--- src/rtl/kd11_timing_pkg.sv ---
// Shared definitions for the KD11 microcycle timing block: state encoding,
// clkl length-select codes and default microcycle / bus-wait constants.
package kd11_timing_pkg;

    typedef enum logic [2:0] {
        ST_JAM   = 3'd0,
        ST_LATCH = 3'd1,
        ST_RUN   = 3'd2,
        ST_BWAIT = 3'd3,
        ST_HALT  = 3'd4
    } state_e;

    localparam logic [1:0] CLKL_P1  = 2'd0;
    localparam logic [1:0] CLKL_P2  = 2'd1;
    localparam logic [1:0] CLKL_P3  = 2'd2;
    localparam logic [1:0] CLKL_P3B = 2'd3;

    localparam int LEN_P1_DEF = 4;
    localparam int LEN_P2_DEF = 5;
    localparam int LEN_P3_DEF = 7;
    localparam int TMO_DEF    = 31;

    localparam int LEN_W = 8;

    // Both upper clkl codes select the long microcycle.
    function automatic logic [LEN_W-1:0] sel_len(input logic [1:0] clkl,
                                                 input int p1,
                                                 input int p2,
                                                 input int p3);
        logic [LEN_W-1:0] r;
        case (clkl)
            CLKL_P1: r = LEN_W'(p1);
            CLKL_P2: r = LEN_W'(p2);
            default: r = LEN_W'(p3);
        endcase
        return r;
    endfunction

endpackage

--- src/rtl/m7234_tmo.sv ---
// Bus-wait timeout counter: load on entry to the wait, count down while
// waiting, expire flags the final permitted wait clock.
module m7234_tmo #(
    parameter int TMO = 31
) (
    input  logic clk,
    input  logic reset,
    input  logic load,
    input  logic count_en,
    output logic expire
);

    localparam int TW = $clog2(TMO + 1);

    logic [TW-1:0] count_q;
    logic [TW-1:0] count_d;

    // Loaded with TMO-1 so the TMO-th wait clock sees zero.
    always_comb begin
        count_d = count_q;
        if (load) begin
            count_d = TW'(TMO - 1);
        end else if (count_en && (count_q != '0)) begin
            count_d = count_q - TW'(1);
        end
    end

    always_ff @(posedge clk) begin
        if (reset) begin
            count_q <= '0;
        end else begin
            count_q <= count_d;
        end
    end

    assign expire = (count_q == '0);

endmodule

--- src/rtl/m7234_timing.sv ---
// KD11 microcycle timing generator: sequences JAM/LATCH/RUN/BWAIT/HALT and
// produces the microword and micro-PC load strobes.
module m7234_timing
    import kd11_timing_pkg::*;
#(
    parameter int LEN_P1 = LEN_P1_DEF,
    parameter int LEN_P2 = LEN_P2_DEF,
    parameter int LEN_P3 = LEN_P3_DEF,
    parameter int TMO    = TMO_DEF
) (
    input  logic        clk,
    input  logic        reset,
    input  logic [1:0]  clkl,
    input  logic        clkoff,
    input  logic        ssyn,
    input  logic        halt_req,
    input  logic        step,
    output logic        clk_u56_17,
    output logic        clk_u16_09,
    output logic        clk_upp_pupp,
    output logic        p_clk_upp8,
    output logic        jamupp,
    output logic        bus_tmo,
    output logic        halted,
    output logic [15:0] cyc_cnt
);

    state_e            state_q, state_d;
    logic              jam_q, jam_d;
    logic [LEN_W-1:0]  phase_q, phase_d;
    logic [LEN_W-1:0]  len_q, len_d;
    logic              pause_q, pause_d;
    logic              step_q, step_d;
    logic [15:0]       cnt_q, cnt_d;

    logic run_last;
    logic in_bwait;
    logic tmo_expire;
    logic bwait_done;
    logic upp_fire;

    // Phase 1 is excluded because L is only valid from phase 2 onwards.
    assign run_last   = (state_q == ST_RUN) && (phase_q >= LEN_W'(2)) &&
                        (phase_q == len_q - LEN_W'(1));
    assign in_bwait   = (state_q == ST_BWAIT);
    assign bwait_done = in_bwait && (ssyn || tmo_expire);
    assign upp_fire   = (run_last && !pause_q) || bwait_done;

    m7234_tmo #(
        .TMO (TMO)
    ) u_tmo (
        .clk      (clk),
        .reset    (reset),
        .load     (run_last && pause_q),
        .count_en (in_bwait),
        .expire   (tmo_expire)
    );

    always_comb begin
        state_d = state_q;
        jam_d   = jam_q;
        phase_d = phase_q;
        len_d   = len_q;
        pause_d = pause_q;
        step_d  = step_q;
        cnt_d   = cnt_q;

        case (state_q)
            ST_JAM: begin
                if (jam_q) begin
                    state_d = ST_LATCH;
                    jam_d   = 1'b0;
                end else begin
                    jam_d   = 1'b1;
                end
            end
            ST_LATCH: begin
                state_d = ST_RUN;
                phase_d = LEN_W'(1);
            end
            ST_RUN: begin
                if (phase_q == LEN_W'(1)) begin
                    len_d   = sel_len(clkl, LEN_P1, LEN_P2, LEN_P3);
                    pause_d = clkoff;
                end
                phase_d = phase_q + LEN_W'(1);
                if (run_last && pause_q) begin
                    state_d = ST_BWAIT;
                end
            end
            ST_BWAIT: begin
                state_d = ST_BWAIT;
            end
            ST_HALT: begin
                if (step) begin
                    state_d = ST_LATCH;
                    step_d  = 1'b1;
                end else if (!halt_req) begin
                    state_d = ST_LATCH;
                end
            end
            default: begin
                state_d = ST_JAM;
            end
        endcase

        // halt_req is only looked at here, so a running cycle always completes.
        if (upp_fire) begin
            cnt_d = cnt_q + 16'd1;
            if (halt_req || step_q) begin
                state_d = ST_HALT;
                step_d  = 1'b0;
            end else begin
                state_d = ST_LATCH;
            end
        end
    end

    always_ff @(posedge clk) begin
        if (reset) begin
            state_q <= ST_JAM;
            jam_q   <= 1'b0;
            phase_q <= '0;
            len_q   <= '0;
            pause_q <= 1'b0;
            step_q  <= 1'b0;
            cnt_q   <= '0;
        end else begin
            state_q <= state_d;
            jam_q   <= jam_d;
            phase_q <= phase_d;
            len_q   <= len_d;
            pause_q <= pause_d;
            step_q  <= step_d;
            cnt_q   <= cnt_d;
        end
    end

    assign jamupp       = (state_q == ST_JAM);
    assign clk_u56_17   = (state_q == ST_LATCH);
    assign clk_u16_09   = (state_q == ST_LATCH);
    assign clk_upp_pupp = upp_fire;
    assign p_clk_upp8   = upp_fire;
    assign bus_tmo      = in_bwait && tmo_expire && !ssyn;
    assign halted       = (state_q == ST_HALT);
    assign cyc_cnt      = cnt_q;

endmodule

--- config.mk ---
export PLATFORM = sky130hd
export DESIGN_NAME = m7234_timing
export DESIGN_NICKNAME = d
export VERILOG_FILES = /design/src/rtl/kd11_timing_pkg.sv /design/src/rtl/m7234_tmo.sv /design/src/rtl/m7234_timing.sv
export SDC_FILE = /design/constraint.sdc
export NUM_CORES = 1
export LEC_CHECK = 0
export ABC_AREA = 1
export CAP_MARGIN = 20
export CORE_UTILIZATION = 54
export CTS_BUF_LIST = sky130_fd_sc_hd__clkbuf_4 sky130_fd_sc_hd__clkbuf_8 sky130_fd_sc_hd__clkbuf_16
export CTS_CLUSTER_DIAMETER = 200
export CTS_CLUSTER_SIZE = 10
export DETAILED_ROUTE_END_ITERATION = 6
export PLACE_DENSITY = 0.81
export SLEW_MARGIN = 40
export SYNTH_ARGS = -nofsm -noshare
export SYNTH_HDL_FRONTEND = slang
export SYNTH_SLANG_ARGS = --single-unit
--- constraint.sdc ---
create_clock -name clk -period 2.5 [get_ports clk]
set_clock_uncertainty 0.2 [all_clocks]
set_input_delay 0.25 -clock clk [delete_from_list [all_inputs] [get_ports clk]]
set_output_delay 0.25 -clock clk [all_outputs]
set_load 0.005 [all_outputs]
== After elaboration in Yosys (flattened, before gate mapping) ==
Index checks and enable logic that the tools add are counted.

* Register bits after elaboration: 43
* Word-level logic and storage cells: 62
* Output and inout port bits: 23
* Input bits: 8

* Add/sub/neg operators: 4
* Mux-type cells: 16
* Eq/ne operators: 10
* Magnitude comparators: 1
* Reduce and logical (&&, ||, !) cells: 22

{| class="wikitable"
|+ Operator list
! operator !! count
|-
| $mux W3 || 6
|-
| $add A16 B1 Y16 const B || 1
|-
| $pmux W8 S2 || 1
|-
| $pmux W3 S5 || 1
|-
| $mux W5 || 2
|-
| $add A8 B1 Y8 const B || 1
|-
| $eq A8 B1 Y1 const B || 1
|-
| $eq A8 B8 Y1 || 1
|-
| $ge A8 B2 Y1 const B || 1
|-
| $logic_and A1 B1 Y1 || 8
|-
| $sub A8 B1 Y8 const B || 1
|-
| $eq A3 B2 Y1 const B || 2
|-
| $ne A3 B2 Y1 const B || 2
|-
| $logic_not A5 Y1 || 1
|-
| $mux W1 || 5
|-
| $reduce_bool A5 Y1 || 1
|-
| $sub A5 B1 Y5 const B || 1
|-
| $ne A4 B4 Y1 const B || 1
|-
| $pmux W2 S2 || 1
|-
| $reduce_bool A2 Y1 || 2
|-
| $eq A3 B1 Y1 const B || 1
|-
| $eq A3 B3 Y1 const B || 1
|-
| $logic_not A3 Y1 || 1
|-
| $logic_or A1 B1 Y1 || 3
|-
| other kinds (6) || 7
|}

== Depth between registers and ports, before layout ==
Gate-level depths: netlist of the first run.

* Word-level depth: 7
* Gate-level depth with buffers: 12
* Mapped depth without buffers: 12

== Modules after synthesis ==
From an unflattened synthesis of the first run, not the netlist that was laid out.

* Cell total of the unflattened synthesis: 319
* Area total of the unflattened synthesis: 2303.5 um^2

{| class="wikitable"
|+ By module, submodules not included
! module !! cells each !! instances !! area each (um^2)
|-
| m7234_timing || 274 || 1 || 1991.9
|-
| m7234_tmo || 45 || 1 || 311.5
|}

== Worst setup path before layout of the first run ==
OpenSTA, ideal clock, no wires.

* Path type: register to output
* Start point: register len_q[0]
* End point: output port p_clk_upp8
* Required time: 2050 ps
* Setup slack: 403 ps
* Arrival time: 1647 ps
* Stages on the path, launching flop included: 11
* Buffers on the path: 2
* Cells stage by stage: dfxtp_1 inv_1 ha_1 ha_1 xor2_2 nand2_1 nor2_4 nand4_4 nand2_4 buf_8 buf_4

* Word-level cells in the longest chain between the ends: 5

{| class="wikitable"
|+ RTL lines
! element !! RTL line !! text
|-
| start: declaration || m7234_timing.sv:31 || <nowiki>logic [LEN_W-1:0] len_q, len_d;</nowiki>
|-
| start signal: assignment || m7234_timing.sv:132 || <nowiki>len_q <= len_d;</nowiki>
|-
| $sub A8 B1 Y8 || m7234_timing.sv:44 || <nowiki>(phase_q == len_q - LEN_W'(1));</nowiki>
|-
| $eq A8 B8 Y1 || m7234_timing.sv:44 ||
|-
| $logic_and A1 B1 Y1 || m7234_timing.sv:43 || <nowiki>assign run_last = (state_q == ST_RUN) && (phase_q >= LEN_W'(2)) &&</nowiki>
|-
| $logic_and A1 B1 Y1 || m7234_timing.sv:47 || <nowiki>assign upp_fire = (run_last && !pause_q) || bwait_done;</nowiki>
|-
| $logic_or A1 B1 Y1 || m7234_timing.sv:47 ||
|-
| end: declaration || m7234_timing.sv:21 || <nowiki>output logic p_clk_upp8,</nowiki>
|}

Every way passes these cells.

== Worst setup path after layout of the first run ==
Same ends and word-level chain as after synthesis.

==> results of run 1 <==
-- metal layers --
layer / GRT usage / vias to the layer above / wire length (um)
li1: - / 1077 / -
met1: 0.326 / 974 / 2260
met2: 0.397 / 65 / 2260
met3: 0.0707 / 8 / 273
met4: 0.0625 / 0 / 68
met5: 0 / - / 0
-- power by group through the flow --
stage	Sequential [uW]	Combinational, uW	Clock (uW)
floorplan	700	325	0
global placement	697	468	0
detailed placement	699	478	0
CTS	686	506	419
global route	690	565	448
finish	686	510	411
-- timing repair --
item / 4_1_cts / 5_1_grt
pin swaps: 2 / 3
endpoints found under the hold margin: 0 / 0
setup buffers: 3 / 0
gates resized for setup: 5 / 2
endpoints found under the setup margin: 2 / 2
-- synthesized netlist by cell type, types with 2 or more instances --
cell / count
o21ai_0: 7
inv_1: 34
nor2_2: 2
nor2_4: 4
nand3_1: 26
a311oi_1: 2
a21oi_1: 25
clkbuf_1: 3
nand4_1: 6
a22oi_1: 2
nor3_1: 8
buf_2: 2
nor2_1: 33
o21ai_1: 4
inv_2: 8
a211oi_1: 3
nor3_2: 2
a31oi_1: 3
xnor2_1: 3
buf_6: 2
buf_4: 2
nand2_1: 60
xor2_1: 8
ha_1: 8
dfxtp_1: 38
-- critical path, cell delays in order, from the launching register on --
cell and delay, ns:
dfxtp_2 0.33, inv_1 0.06, ha_2 0.19, ha_4 0.27
xor2_2 0.14, nand2_2 0.08, nor2_4 0.11, nand4_4 0.10
nand2_4 0.08, buf_4 0.12, clkdlybuf4s15_1 0.19
-- layout make-up --
cell class | instances | area share
clock buffers | 6 | 0.0312
inverters | 42 | 0.0596
multi-input cells | 217 | 0.460
flip-flops and latches | 38 | 0.288
well taps | 48 | 0.0227
repair buffers | 39 | 0.139
-- path summary, 6_finish.rpt --
path	from	endpoint	slack [ns]
setup / recovery	len_q[0]	p_clk_upp8	0.1
hold / removal	u_tmo.count_q[4]	u_tmo.count_q[4]	0.29
setup reg to reg	len_q[0]	cyc_cnt[0]	0.18
hold reg to reg	u_tmo.count_q[4]	u_tmo.count_q[4]	0.29
-- metrics by stage --
step	total power, uW	hold WS, ns
6_report	1610	0.286
5_1_grt	1700	0.319
4_1_cts	1610	0.290
3_5_place_dp	1180	0.278
3_3_place_gp	1170	0.264
2_1_floorplan	1020	0.240
-- layout by cell type (no fill, tap or decap), types with 7 or more instances in the layout --
cell type | netlist | final
a21oi_1 | 25 | 25
o21ai_0 | 7 | 7
buf_4 | 2 | 9
inv_2 | 8 | 8
clkdlybuf4s50_1 | 0 | 28
xor2_1 | 8 | 8
nor3_1 | 8 | 8
nor2_1 | 33 | 33
nand3_1 | 26 | 26
inv_1 | 34 | 34
dfxtp_1 | 38 | 37
nand2_1 | 60 | 59
-- sequential cells by signal (all words and copies together) (netlist names) --
| register | cells |
|---|---|
| u_tmo.count_q | 5 |
| len_q | 3 |
| step_q | 1 |
| jam_q | 1 |
| state_q | 3 |
| cyc_cnt | 16 |
| pause_q | 1 |
| phase_q | 8 |
-- kinds of logic after synthesis --
logic type,Yosys count
xor+xnor,12
fa+ha+maj,8
buf+inv,53
compound gates,51
simple gates,146
flops,38
==> impl_metrics.yaml, run 1 <==
setup_path:
  start_kind: "flip-flop"
  crit_type: "reg2out"
  r2r_cells: 14
  required_ns: 2.05
  end_kind: "primary output"
  worstPathMaxFanout: 3
  crit_arrival_ns: 1.95
timing:
  rsz0062_at_grt: "no"
  finalHoldViolCount: 0
  slew_headroom: 0.675
  fin_crit_sh: 0.962
  fin_crit_ns: 2.40
  setup_violations: 0
  tns_ns: 0
  maxSlewViolCount: 0
  fmax_mhz: 416
  worstMarginPinSlew_ns: 0.485
  setup_slack_ns: 0.0951
cells_and_area:
  regArea_um2: 762
  utilization: 0.702
  final_nets: 359
  drive_gt1_frac: 0.120
  n_antenna_cell: 0
  fin_area_mm2: 0.00265
  syn_to_final_growth_pct: 20.5
  layout.cells.non_filler: 390
  multi_input_area_mm2: 0.00122
  num-fill-cells: 314
pwr:
  p_leak_uw: 0.000977
  combPwrFrac: 0.317
  power_per_cell_area_mw_per_mm2: 607
  p_sw_frac: 0.332
  p_int_uw: 1070
  peakVddDrop_uv: 458
  clockPowerShare: 0.256
  power.switching_uw: 534
  p_seq_frac: 0.427
global_route:
  grt_antenna_before_repair: 0
  overflow: 0
  grt_use_total: 0.248
  grt_max_degree: 22
  grt_pass1_vias: 1846
  grt_pass1_wl_mm: 8.21
logic_synthesis:
  yosys.area.top_type: "dfxtp_1"
  syn-num-nets: 324
  netlist_instances: 308
  synth-adder-area-share: 0.0456
  synth_top_family_by_area: "simple AND/OR/NAND/NOR gates"
  ys_seq_elements: 38
  ys_types: 38
  ys_async_sr_fraction: 0
  yosysWarnings: 0
  synth.avg_cell_area_um2: 7.13
  synth_xor_area_frac: 0.0513
  synth_area_leaders: "dfxtp_1 (35%), nand2_1 (10%), nand3_1 (5.9%)"
  synthFlopType: "dfxtp_1"
  netlist.area_leader.share: 0.346
  synth-simple-area-share: 0.313
  synth_mux_area_frac: 0
  synth_compound_area_frac: 0.137
  ys_seq_area_frac: 0.346
  synth_edf_count: 0
  synth_area_mm2: 0.00220
floorplan:
  num_rows: 22
  die_w_um: 65.8
  die_h_um: 65.8
  dieArea_mm2: 0.00433
  coreArea_mm2: 0.00377
  initial_utilization: 0.582
  io_pins: 31
placed_design:
  placed_cell_area_mm2: 0.00252
  hpwl_mm: 3.50
  gp_congestion: 0.863
  place_ws_ns: 0.0697
  placed_cells: 381
  io_buffers: 30
clock_network:
  clk-insertion-delay-late_ns: 0.29
  cts_inserted_buffers: 5
  htreeDepth: 2
  cts_sinks: 38
  cts_tree: "yes"
  hold_buffers: 0
  path_clk_slew_ns: 0.07
  clock_path_buffers: 2
  cts_root_buffer: "clkbuf_8"
job:
  maxCapViolations: 0
run_status:
  status: "finished, final reports clean"
worst_hold_path:
  min_path_cells: 2
  min-delay-path-class: "reg2reg"
detailed_routing:
  first_pass_iters: 7
  routed_wl_mm: 4.87
  viasPerCell: 5.45
  first_iter_violations: 170
  via_count: 2124
  post_drt_wl_per_cell_um: 12.5
  drc: 0
  detail-route-antenna-nets: 0
No activity file was read; power rests on OpenSTA's default activity.
==> run 2: changes to the inputs <==
Settings changed: CORE_UTILIZATION 54 to 63, DONT_BUFFER_PORTS from default to 1.
==> run 2 against run 1 <==
Against the previous run: hold slack worse by 0.23 ns; total power up 2.0%; combinational power down 24%; global-route usage up 2.0 points; worst setup slack better by 0.081 ns; register-to-register slack about the same; clock power up 35%; critical path type unchanged; largest power group unchanged.
==> impl_metrics.yaml, run 2 (synthesis gave the netlist of run 1 again) <==
run_status:
  status: "finished, final reports clean"
floorplan:
  coreArea_mm2: 0.00334
  io_pins: 31
  num_rows: 21
  die_w_um: 61.0
  initial_utilization: 0.658
  dieArea_mm2: 0.00373
  die_h_um: 61.0
cells_and_area:
  final_common_cell: "nand2_1"
  n_antenna_cell: 0
  layout_common_cells: "nand2_1 (60), dfxtp_1 (37), inv_1 (34)"
  layout.cells.non_filler: 364
  final_nets: 333
  largest_register_ff_count: 16
  utilization: 0.726
  syn_to_final_growth_pct: 10.3
  fin_area_mm2: 0.00242
  drive_gt1_frac: 0.119
setup_path:
  crit_type: "reg2out"
  slowest_delay_ns: 0.36
  cp_slowest_cell: "dfxtp_2"
  rr_startpoint: "state_q[1]"
  critical_path.cell_chain: "inv_1 > ha_1 > ha_1 > xor2_2 > nand2_1 > nor2_4 > nand4_4 > nand2_8"
  cp_common_cell: "ha_1"
  worstPathMaxFanout: 7
  r2r_cells: 8
  startpoint: "len_q[0]"
  start_kind: "flip-flop"
  crit_arrival_ns: 1.87
  required_ns: 2.05
  end_kind: "primary output"
timing:
  rsz0062_at_grt: "no"
  fmax_mhz: 430
  maxSlewViolCount: 0
  worstMarginPinSlew_ns: 0.535
  fin_crit_sh: 0.930
  setup_slack_ns: 0.176
  slew_headroom: 0.643
  setup_violations: 0
  fin_crit_ns: 2.32
  finalHoldViolCount: 0
  tns_ns: 0
placed_design:
  io_buffers: 0
  gp_congestion: 0.815
  placed_cell_area_mm2: 0.00219
  hpwl_mm: 3.10
  place_ws_ns: 0.303
  placed_cells: 345
detailed_routing:
  drc: 0
  detail-route-antenna-nets: 0
  first_iter_violations: 138
  routed_wl_mm: 4.82
  via_count: 1999
  first_pass_iters: 4
  post_drt_wl_per_cell_um: 13.3
  viasPerCell: 5.49
global_route:
  grt_antenna_before_repair: 0
  grt_use_total: 0.268
  grt_pass1_wl_mm: 7.36
  grt_max_degree: 28
  grt_pass1_vias: 1697
  overflow: 0
clock_network:
  htreeDepth: 2
  cts_root_buffer: "clkbuf_4"
  cts_sinks: 38
  cts_inserted_buffers: 5
  clk-insertion-delay-late_ns: 0.36
  clock_path_buffers: 2
  path_clk_slew_ns: 0.12
  cts_tree: "yes"
worst_hold_path:
  hp-start: "step"
  min_path_cells: 5
  min-delay-path-class: "in2reg"
pwr:
  peakVddDrop_uv: 454
  power_per_cell_area_mw_per_mm2: 677
  p_leak_uw: 0.000897
job:
  maxCapViolations: 0
[run 2: per-stage QoR]
step                hold WS [ns]  power [uW]
floorplan                  0.240        1020
global placement           0.119        1060
detailed placement         0.117        1060
CTS                       0.0393        1630
global route              0.0785        1730
finish                    0.0527        1640
[run 2: report_power, final]
group / switching (uW) / internal [uW]
combinational: 262 / 128
clock: 214 / 339
sequential: 46.5 / 649
[run 2: critical path: cells and delay by family (launching register included)]
family        cells  cell delay [ns]
flops             1             0.36
fa+ha+maj         2             0.51
simple gates      4             0.44
xor+xnor          1             0.13
buf+inv           1             0.07
[run 2: path summary, 6_finish.rpt]
path / end / slack, ns
setup / recovery: p_clk_upp8 / 0.18
hold / removal: state_q[0] / 0.05
setup reg to reg: len_q[0] / 0.19
hold reg to reg: len_q[2] / 0.29
[run 2: per-layer routing]
layer / track usage / vias up / wire length [um]
met5: 0 / - / 0
met3: 0.0630 / 7 / 289
met4: 0.0877 / 0 / 73
met1: 0.356 / 908 / 2230
met2: 0.430 / 55 / 2230
li1: - / 1029 / -
[run 2: what timing repair did]
action                                 CTS  global route
resized for setup                        1             2
hold buffers                             8             0
setup endpoints to repair                2             2
endpoints found under the hold margin   29             0
cloned                                   0             2
setup buffers                            0             1
[run 2: final cells by class]
class | instances | area (um2)
Clock buffer | 6 | 51.3
Clock inverter | 2 | 60.1
Fill cell | 285 | 916
Inverter | 42 | 158
Multi-Input combinational cell | 219 | 1230
Sequential cell | 38 | 762
Tap cell | 46 | 57.6
Timing Repair Buffer | 11 | 97.6
